===== src/rtl/seq_match_sched.sv =====
// seq_match_sched: one match engine shared round-robin by N_CH serial channels, with per-channel context and saturating match counters
module seq_match_sched #(
  parameter int N_CH = 4,
  parameter int PAT_W = 4,
  parameter int CNT_W = 8,
  parameter logic [PAT_W-1:0] RST_PATTERN = 4'b1011
) (
  input  logic                  clk,
  input  logic                  rst,
  input  logic                  cfg_we,
  input  logic [PAT_W-1:0]      cfg_pattern,
  input  logic                  cnt_clr,
  input  logic [N_CH-1:0]       req,
  input  logic [N_CH-1:0]       data,
  output logic [N_CH-1:0]       gnt,
  output logic [N_CH-1:0]       flag,
  output logic [N_CH*CNT_W-1:0] match_cnt
);
  localparam int PW = $clog2(N_CH);
  localparam int FW = $clog2(PAT_W + 1);
  logic [PAT_W-1:0] pattern_q;
  logic [PAT_W-1:0] hist_q [N_CH];
  logic [FW-1:0] fill_q [N_CH];
  logic [CNT_W-1:0] cnt_q [N_CH];
  logic [PW-1:0] ptr_q;
  logic [N_CH-1:0] flag_q;
  logic [PW-1:0] k;
  logic any;
  logic [PAT_W-1:0] hist_d;
  logic [FW-1:0] fill_d;
  logic hit;
  always_comb begin
    int j;
    k = '0;
    any = 1'b0;
    j = 0;
    for (int i = N_CH - 1; i >= 0; i--) begin
      j = (int'(ptr_q) + i >= N_CH) ? int'(ptr_q) + i - N_CH : int'(ptr_q) + i;
      if (req[j]) begin
        k = PW'(j);
        any = 1'b1;
      end
    end
    gnt = (any && rst) ? N_CH'(1) << k : '0;
    hist_d = {hist_q[k][PAT_W-2:0], data[k]};
    fill_d = (fill_q[k] == FW'(PAT_W)) ? fill_q[k] : fill_q[k] + 1'b1;
    hit = any && !cfg_we && (fill_d == FW'(PAT_W)) && (hist_d == pattern_q);
  end
  always_ff @(posedge clk or negedge rst)
    if (!rst) begin
      pattern_q <= RST_PATTERN;
      ptr_q <= '0;
      flag_q <= '0;
      for (int i = 0; i < N_CH; i++) begin
        hist_q[i] <= '0;
        fill_q[i] <= '0;
        cnt_q[i] <= '0;
      end
    end else begin
      flag_q <= hit ? N_CH'(1) << k : '0;
      if (any) ptr_q <= (k == PW'(N_CH - 1)) ? '0 : k + 1'b1;
      if (cfg_we) begin
        pattern_q <= cfg_pattern;
        for (int i = 0; i < N_CH; i++) begin
          hist_q[i] <= '0;
          fill_q[i] <= '0;
        end
      end else if (any) begin
        hist_q[k] <= hist_d;
        fill_q[k] <= fill_d;
      end
      for (int i = 0; i < N_CH; i++)
        if (cnt_clr) cnt_q[i] <= '0;
        else if (hit && PW'(i) == k && cnt_q[i] != '1) cnt_q[i] <= cnt_q[i] + 1'b1;
    end
  assign flag = flag_q;
  genvar i;
  for (i = 0; i < N_CH; i++) begin : g_cnt
    assign match_cnt[i*CNT_W +: CNT_W] = cnt_q[i];
  end
endmodule


===== config.mk =====
export PLATFORM = sky130hd
export DESIGN_NAME = seq_match_sched
export DESIGN_NICKNAME = d
export VERILOG_FILES = /design/src/rtl/seq_match_sched.sv
export SDC_FILE = /design/constraint.sdc
export NUM_CORES = 1
export LEC_CHECK = 0
export CAP_MARGIN = 20
export CORE_MARGIN = 2
export CORE_UTILIZATION = 45
export CTS_BUF_LIST = sky130_fd_sc_hd__clkbuf_8
export CTS_CLUSTER_DIAMETER = 40
export DETAILED_ROUTE_END_ITERATION = 10
export PLACE_DENSITY = 0.77
export SLEW_MARGIN = 0
export SYNTH_ARGS = -nofsm -noshare
export SYNTH_HDL_FRONTEND = slang
export SYNTH_SLANG_ARGS = --single-unit

===== constraint.sdc =====
create_clock -name clk -period 4.2 [get_ports clk]
set_clock_uncertainty 0.1 [all_clocks]
set_input_delay 0.84 -clock clk [delete_from_list [all_inputs] [get_ports clk]]
set_output_delay 0.84 -clock clk [all_outputs]
set_load 0.02 [all_outputs]

==> impl_metrics.ini, run 1 <==
[outcome]
status = finished clean

[timing]
final-max-slew-violation-count = 0
setup_tns_ns = 0
hold_viol_final = 0
relSlewSlack = 0.537
max_freq_ghz = 0.247
tightestPinTransition_ns = 0.693
setup_viol = 0
worst_hold_slack_ns = 0.382
rsz0062_at_grt = no
period_share = 0.963
min_period_ns = 4.04

[job]
cap_violations = 0

[global_routing]
grt_pass1_wl_um = 16700
antenna_found_initial = 0
first_global_vias = 3422
grt_max_degree = 30
grt_remaining_overflow = 0
grtUsageTotal = 0.212

[synth]
synth_ff_type = dfrtp_1
yosys-top-cells-area = dfrtp_1, a21oi_1, nand3_1
synth_edf_count = 0
synth_top_area_frac = 0.394
syn_nets = 461
ys_top_cells_by_count = dfrtp_1, nor2_1, a21oi_1
seq_area_frac_synth = 0.414
ys_ff_latch = 66
ys_types = 54
synth.avg_cell_area_um2 = 9.20
synth_top_area_cell = dfrtp_1
syn-cell-area_mm2 = 0.00400
synthCells = 435
async_flop_share = 1.00
ys_warn_count = 0
yosys.cell_count.top_type = dfrtp_1

[final_layout]
n_antenna_cell = 0
multiInputGateArea_mm2 = 0.00217
final.fill_count = 785
final_nets = 532
regArea_mm2 = 0.00166
layout-drive-gt1-share = 0.164
area_growth_pct = 24.6

[worst_setup_path]
critPathLaunchType = input pin
critPathCaptureType = output port
worstSetupPathType = in -> out
arrival_ns = 3.10
cp_max_fo = 7
cp_data_required_time_ns = 3.26

[routing]
drc = 0
viasPerCell = 5.77
drtIter0Drc = 195
wirelength_um = 9890
dr.pass1.iters = 4
avgRoutedWirePerCell_um = 16.0
vias = 3569
drtAntennaViolNets = 0

[placement]
dp_hpwl_um = 7120
gp_congestion = 0.933
port_buffers = 55

[pwr]
peakVddDrop_mv = 0.236
p_clk_frac = 0.254
finalPower_mw = 2.14
pwr-share-comb = 0.396
switching_share = 0.376
p_sw_mw = 0.804
pwr-share-seq = 0.350
p_int_mw = 1.33
p_leak_nw = 2.09
power_density_mw_per_mm2 = 428

[cts]
cts-root-buf = clkbuf_8
post_cts_buffers = 0
cts_buffers = 9
htree_levels = 3
path_clk_slew_ns = 0.08
clk_latency_ns = 0.35
cts_tree = built
postCtsHoldBufs = 0
clock_sinks = 66
cts_buffer_depth = 2
cts.repair.resized = 0

[floorplan]
dieWidth_um = 98.3
dieArea_mm2 = 0.00966
die_h_um = 98.3
ios = 56
core-area_mm2 = 0.00868
row_count = 34
initial_utilization = 0.461

[worst_hold_path]
hold_path.class = in -> async
## critical path, stage by stage
cell and delay (ns):
clkdlybuf4s50_1 0.46, and2_4 0.17, and2_4 0.16, nor3_4 0.18, buf_4 0.17, buf_4 0.17
ha_1 0.18, and3_1 0.17, clkdlybuf4s50_1 0.61
## power groups by stage
stage / Combinational (mW) / Sequential [mW] / Clock (mW)
after global placement: 0.823 / 0.757 / 0
after global routing: 0.932 / 0.756 / 0.576
after CTS: 0.845 / 0.747 / 0.549
after detailed placement: 0.841 / 0.759 / 0
after floorplan: 0.564 / 0.745 / 0
final: 0.846 / 0.748 / 0.543
## final cells by class
type                    count  area share
multi-input cells         330       0.435
inverters                  15      0.0113
well taps                 108      0.0271
repair buffers             84       0.156
clock buffers              10      0.0276
flip-flops and latches     66       0.332
clock inverters             6      0.0118
## cells in the final DEF (no fill, tap or decap), types with 11 or more instances in the layout
cell type / n
mux2_1: 11
nor2b_1: 15
nor2_1: 48
nand3_1: 38
buf_4: 28
and3_1: 13
nand2_1: 31
o21ai_0: 16
a21oi_1: 39
inv_1: 16
dfrtp_1: 63
clkdlybuf4s50_1: 54
## sequential cells by signal, summed over array words and instances, names as in the netlist
signal	cells
pattern_q	4
ptr_q	2
flag	4
fill_q	12
match_cnt	32
hist_q	12
## cells by family after synthesis
family	count (synthesis)	synth area share
simple gates	212	0.305
compound gates	82	0.130
flops	66	0.414
buf+inv	39	0.0450
mux	24	0.0660
fa+ha+maj	10	0.0313
xor+xnor	2	0.00907
## routing by layer
| layer | vias to the layer above | wire length, µm | GRT usage |
|---|---|---|---|
| met2 | 118 | 4770 | 0.334 |
| met4 | 0 | 183 | 0.0674 |
| met5 | - | 0 | 0 |
| met1 | 1742 | 4280 | 0.291 |
| li1 | 1691 | - | - |
| met3 | 18 | 656 | 0.0487 |
## worst paths after layout
path                                start             to  slack, ns  depth (start not counted)
worst min-delay path                  rst      hist_q[4]       0.38                          1
min in group clk                fill_q[6]      fill_q[6]       0.42                          2
max in group asynchronous             rst   match_cnt[2]       2.88                          2
worst max-delay path               req[0]         gnt[3]       0.16                          9
worst min register to register  fill_q[6]      fill_q[6]       0.42                          2
worst max register to register   ptr_q[1]  match_cnt[21]       0.78                         14
## per-stage QoR
| step | utilization | instance area, µm² | std cells | setup slack [ns] |
|---|---|---|---|---|
| 3_5_place_dp | 0.552 | 4790 | 603 | -0.0883 |
| 4_1_cts | 0.575 | 4990 | 619 | 0.143 |
| 2_1_floorplan | - | 4000 | 435 | 0.509 |
| 6_report | 0.575 | 4990 | 619 | 0.157 |
| 5_1_grt | 0.575 | 4990 | 619 | 0.00407 |
| 3_3_place_gp | 0.552 | 4790 | 603 | 0.0365 |
No activity file was read; power rests on OpenSTA's default activity.
==> run 2: changes to the inputs <==
==> constraint.sdc (replaced) <==
create_clock -name clk -period 5.2 [get_ports clk]
set_clock_uncertainty 0.1 [all_clocks]
set_input_delay 1.04 -clock clk [delete_from_list [all_inputs] [get_ports clk]]
set_output_delay 1.04 -clock clk [all_outputs]
set_load 0.02 [all_outputs]
==> impl_metrics.ini, run 2 (synthesis results as in run 1) <==
[floorplan]
core-area_mm2 = 0.00868
row_count = 34
dieArea_mm2 = 0.00966
ios = 56
dieWidth_um = 98.3
initial_utilization = 0.461
die_h_um = 98.3

[cts]
path_clk_slew_ns = 0.06
clk_latency_ns = 0.34
clock_sinks = 66
cts_buffer_depth = 2
cts_tree = built
htree_levels = 3
cts-root-buf = clkbuf_8
cts.repair.resized = 0
post_cts_buffers = 0
cts_buffers = 9
postCtsHoldBufs = 0

[timing]
rsz0062_at_grt = no
timing.final.ws_setup_ns = 0.563
setup_tns_ns = 0
min_period_ns = 4.64
max_freq_ghz = 0.216
hold_viol_final = 0
period_share = 0.892
tightestPinTransition_ns = 0.500
final-max-slew-violation-count = 0
setup_viol = 0
relSlewSlack = 0.663

[placement]
port_buffers = 55
gp_congestion = 0.896
placed_cell_area_mm2 = 0.00466
dp_slack_ns = 0.245
dpl.cell_count = 587
dp_hpwl_um = 6800

[routing]
vias = 3465
dr.pass1.iters = 4
viasPerCell = 5.76
drc = 0
avgRoutedWirePerCell_um = 16.1
drtAntennaViolNets = 0
drtIter0Drc = 151
wirelength_um = 9720

[worst_setup_path]
cp_data_required_time_ns = 4.06
r2r_slack_ns = 1.35
worstSetupPathType = in -> out
arrival_ns = 3.50
reg2reg_depth = 12
critPathLaunchType = input pin
critPathCaptureType = output port
cp_max_fo = 9

[global_routing]
first_global_vias = 3395
antenna_found_initial = 0
grt_pass1_wl_um = 16600
grtUsageTotal = 0.208
grt_max_degree = 37
grt_remaining_overflow = 0

[final_layout]
design_area_mm2 = 0.00491
final.fill_count = 792
n_antenna_cell = 0
layout-drive-gt1-share = 0.140
largest_reg_flops = 32
layout_common_cells = dfrtp_1, clkdlybuf4s50_1, nor2_1
stdcell_count = 602
layout_commonest_cell = dfrtp_1
final_nets = 517
area_growth_pct = 22.7

[pwr]
power_density_mw_per_mm2 = 351
peakVddDrop_mv = 0.155
p_leak_nw = 2.02
finalPower_mw = 1.72

[job]
cap_violations = 0

[outcome]
status = finished clean

[worst_hold_path]
hold_path.class = reg -> reg
whs_path_depth = 2
run 2: area by class of cell:
| class | instances | area [µm²] | area share |
|---|---|---|---|
| multi-input cells | 330 | 2170 | 0.441 |
| well taps | 108 | 135 | 0.0275 |
| inverters | 15 | 56.3 | 0.0115 |
| clock inverters | 2 | 60.1 | 0.0122 |
| repair buffers | 69 | 671 | 0.137 |
| flip-flops and latches | 66 | 1660 | 0.337 |
| clock buffers | 12 | 165 | 0.0336 |
run 2: final timing paths:
| path | from | to |
|---|---|---|
| worst max-delay path | req[1] | gnt[1] |
| worst min-delay path | hist_q[6] | hist_q[6] |
| worst max register to register | ptr_q[1] | match_cnt[21] |
| worst min register to register | hist_q[6] | hist_q[6] |
| max in group asynchronous | rst | pattern_q[2] |
| min in group asynchronous | rst | hist_q[0] |
run 2: worst max-delay path: stages:
cell	delay (ns)
clkdlybuf4s50_1	0.49
nand2b_1	0.21
o211a_4	0.27
nor2_4	0.26
inv_1	0.13
ha_1	0.35
and3_1	0.21
clkdlybuf4s50_1	0.54
run 2: power by group:
| part | switching (mW) | internal, mW | leakage, nW |
|---|---|---|---|
| clock network | 0.189 | 0.304 | 0.115 |
| logic | 0.397 | 0.225 | 1.01 |
| registers | 0.0386 | 0.568 | 0.899 |
| total | 0.625 | 1.10 | 2.02 |
run 2: stage by stage:
| step | hold slack (ns) | utilization |
|---|---|---|
| 3_3_place_gp | 0.393 | 0.537 |
| 6_report | 0.417 | 0.566 |
| 4_1_cts | 0.421 | 0.563 |
| 3_5_place_dp | 0.409 | 0.537 |
| 5_1_grt | 0.445 | 0.566 |
| 2_1_floorplan | 0.374 | - |
run 2: routing by layer:
layer	vias up	global-route usage	part of all wire
li1	1664	-	-
met4	0	0.0611	0.015
met5	-	0	0
met1	1675	0.290	0.45
met2	111	0.331	0.48
met3	15	0.0401	0.057
==> run 3: changes to the inputs <==
--- a/config.mk
+++ b/config.mk
@@ -5,13 +5,14 @@
 export SDC_FILE = /design/constraint.sdc
 export NUM_CORES = 1
 export LEC_CHECK = 0
+export ABC_AREA = 1
 export CAP_MARGIN = 20
 export CORE_MARGIN = 2
 export CORE_UTILIZATION = 45
 export CTS_BUF_LIST = sky130_fd_sc_hd__clkbuf_8
 export CTS_CLUSTER_DIAMETER = 40
 export DETAILED_ROUTE_END_ITERATION = 10
-export PLACE_DENSITY = 0.77
+export PLACE_DENSITY = 0.76
 export SLEW_MARGIN = 0
 export SYNTH_ARGS = -nofsm -noshare
 export SYNTH_HDL_FRONTEND = slang
==> impl_metrics.ini, run 3 <==
[synth]
synth_ff_type = dfrtp_1
yosys-top-cells-area = dfrtp_1, nand2_1, nand3_1
synth_top_area_frac = 0.376
yosys.cell_count.top_type = nand2_1
async_flop_share = 1.00
synth.avg_cell_area_um2 = 7.59
syn-cell-area_mm2 = 0.00419
synth_edf_count = 0
synth_top_area_cell = dfrtp_1
seq_area_frac_synth = 0.395
ys_warn_count = 0
syn_nets = 578
ys_types = 37
synthCells = 552
ys_ff_latch = 66
ys_top_cells_by_count = nand2_1, nand3_1, dfrtp_1

[floorplan]
die_h_um = 100
row_count = 35
core-area_mm2 = 0.00915
ios = 56
initial_utilization = 0.458
dieWidth_um = 100
dieArea_mm2 = 0.0101

[worst_setup_path]
cp_data_required_time_ns = 4.06
crit_end = gnt[0]
critPathTopFamily = buffers and inverters
crit_chain = clkdlybuf4s50_1, inv_1, nand2_2, nand3_2, nand2_1, clkinv_2, nand3_4, nand2_4, inv_1, ha_1, inv_1, nor3_1, clkdlybuf4s50_1
critPathSlowestCell = clkdlybuf4s50_1
r2r_slack_ns = 1.22
critPathCaptureType = output port
reg2reg_from = ptr_q[0]
arrival_ns = 3.83
r2r-end = match_cnt[30]
critPathLaunchType = input pin
cp_num_buf_inv = 6
reg2reg_depth = 23
crit_cells = 13
cp_max_fo = 24
critPathLaunch = req[3]
worstSetupPathType = in -> out
crit_path_max_incr_delay_ns = 0.64
path_common_cell = inv_1

[timing]
period_share = 0.955
min_period_ns = 4.97
max_freq_ghz = 0.201
timing.final.ws_setup_ns = 0.234
tightestPinTransition_ns = 0.844
final-max-slew-violation-count = 0
setup_viol = 0
relSlewSlack = 0.438
hold_viol_final = 0
setup_tns_ns = 0
rsz0062_at_grt = no

[pwr]
p_leak_nw = 2.49
peakVddDrop_mv = 0.253
power_density_mw_per_mm2 = 560
finalPower_mw = 2.81

[global_routing]
grt_max_degree = 67
grtUsageTotal = 0.222
grt_pass1_wl_um = 17700
grt_remaining_overflow = 0
antenna_found_initial = 0
first_global_vias = 3755

[final_layout]
largest_reg_flops = 32
design_area_mm2 = 0.00502
area_growth_pct = 19.7
regArea_mm2 = 0.00166
layout-drive-gt1-share = 0.109
n_antenna_cell = 0
final_nets = 635
layout_common_cells = nand2_1, nand3_1, dfrtp_1
final.fill_count = 841
multiInputGateArea_mm2 = 0.00219
layout_commonest_cell = nand2_1

[cts]
postCtsHoldBufs = 0
cts.repair.resized = 0
clock_sinks = 66
cts_tree = built
path_clk_slew_ns = 0.08
post_cts_buffers = 0
htree_levels = 3
cts_buffer_depth = 2
cts_buffers = 9
cts-root-buf = clkbuf_8
clk_latency_ns = 0.36

[placement]
port_buffers = 55
dp_slack_ns = 0.223
dp_hpwl_um = 7580
placed_cell_area_mm2 = 0.00482
gp_congestion = 0.912

[routing]
top_layer = met4
wl_met3_um = 699
met1_length_um = 4460
drc = 0
vias = 3861
wirelength_um = 10400
met2WireLength_um = 5100
viasPerCell = 5.33
dr.pass1.iters = 5
avgRoutedWirePerCell_um = 14.4
drtIter0Drc = 230
drtAntennaViolNets = 0

[job]
cap_violations = 0

[worst_hold_path]
hold_path.class = reg -> reg

[outcome]
status = finished clean
==> run 3: worst register-to-register path: stages, from the launching register on <==
cell      delay (ns)
dfrtp_1         0.63
inv_1           0.15
nand2_1         0.12
nand3_2         0.12
nand2_1         0.15
clkinv_2        0.10
nand2_2         0.09
nand2_4         0.14
nand2_4         0.27
inv_1           0.14
nor2_1          0.11
nor2_1          0.05
a32oi_1         0.23
inv_1           0.08
ha_1            0.31
nor3_1          0.18
nand2_1         0.11
inv_2           0.06
nand2_2         0.08
nor2_8          0.19
nand4_4         0.22
nand2_4         0.18
nand2_1         0.08
nand2_1         0.05
==> run 3: area by class of cell <==
cell class	instances	share of cell area
multi-input cells	406	0.437
flip-flops and latches	66	0.330
repair buffers	61	0.118
inverters	65	0.0489
well taps	111	0.0277
clock buffers	9	0.0247
clock inverters	7	0.0142
==> run 3: metal layers <==
| layer | GRT usage | up-vias |
|---|---|---|
| met3 | 0.0347 | 15 |
| li1 | - | 1890 |
| met5 | 0 | - |
| met2 | 0.359 | 150 |
| met4 | 0.0885 | 0 |
| met1 | 0.298 | 1806 |
==> run 3: stage by stage <==
stage                     cells  utilization  hold slack, ns
after floorplan             552            -           0.353
after global placement      709        0.527           0.373
after detailed placement    709        0.527           0.386
after CTS                   725        0.548           0.404
after global routing        725        0.548           0.421
final                       725        0.548           0.398
==> run 3: power breakdown <==
group          total, mW  internal [mW]  switching, mW
Sequential         0.680          0.603         0.0772
Combinational       1.69          0.533           1.16
Clock              0.437          0.220          0.217
Total               2.81           1.36           1.45
==> run 3: how the worst min path moves through the flow <==
stage,start,endpoint,slack [ns],cells after the start
2_1_floorplan,fill_q[0],fill_q[0],0.35,2
3_3_place_gp,fill_q[10],fill_q[10],0.37,2
3_5_place_dp,hist_q[12],hist_q[12],0.39,2
4_1_cts,hist_q[4],hist_q[4],0.40,2
5_1_grt,hist_q[4],hist_q[4],0.42,2
6_report,hist_q[12],hist_q[12],0.40,2
==> run 3: cells by family after synthesis <==
logic type,synth area share
flops,0.395
xor+xnor,0.0418
buf+inv,0.0821
compound gates,0.0493
simple gates,0.402
fa+ha+maj,0.0299
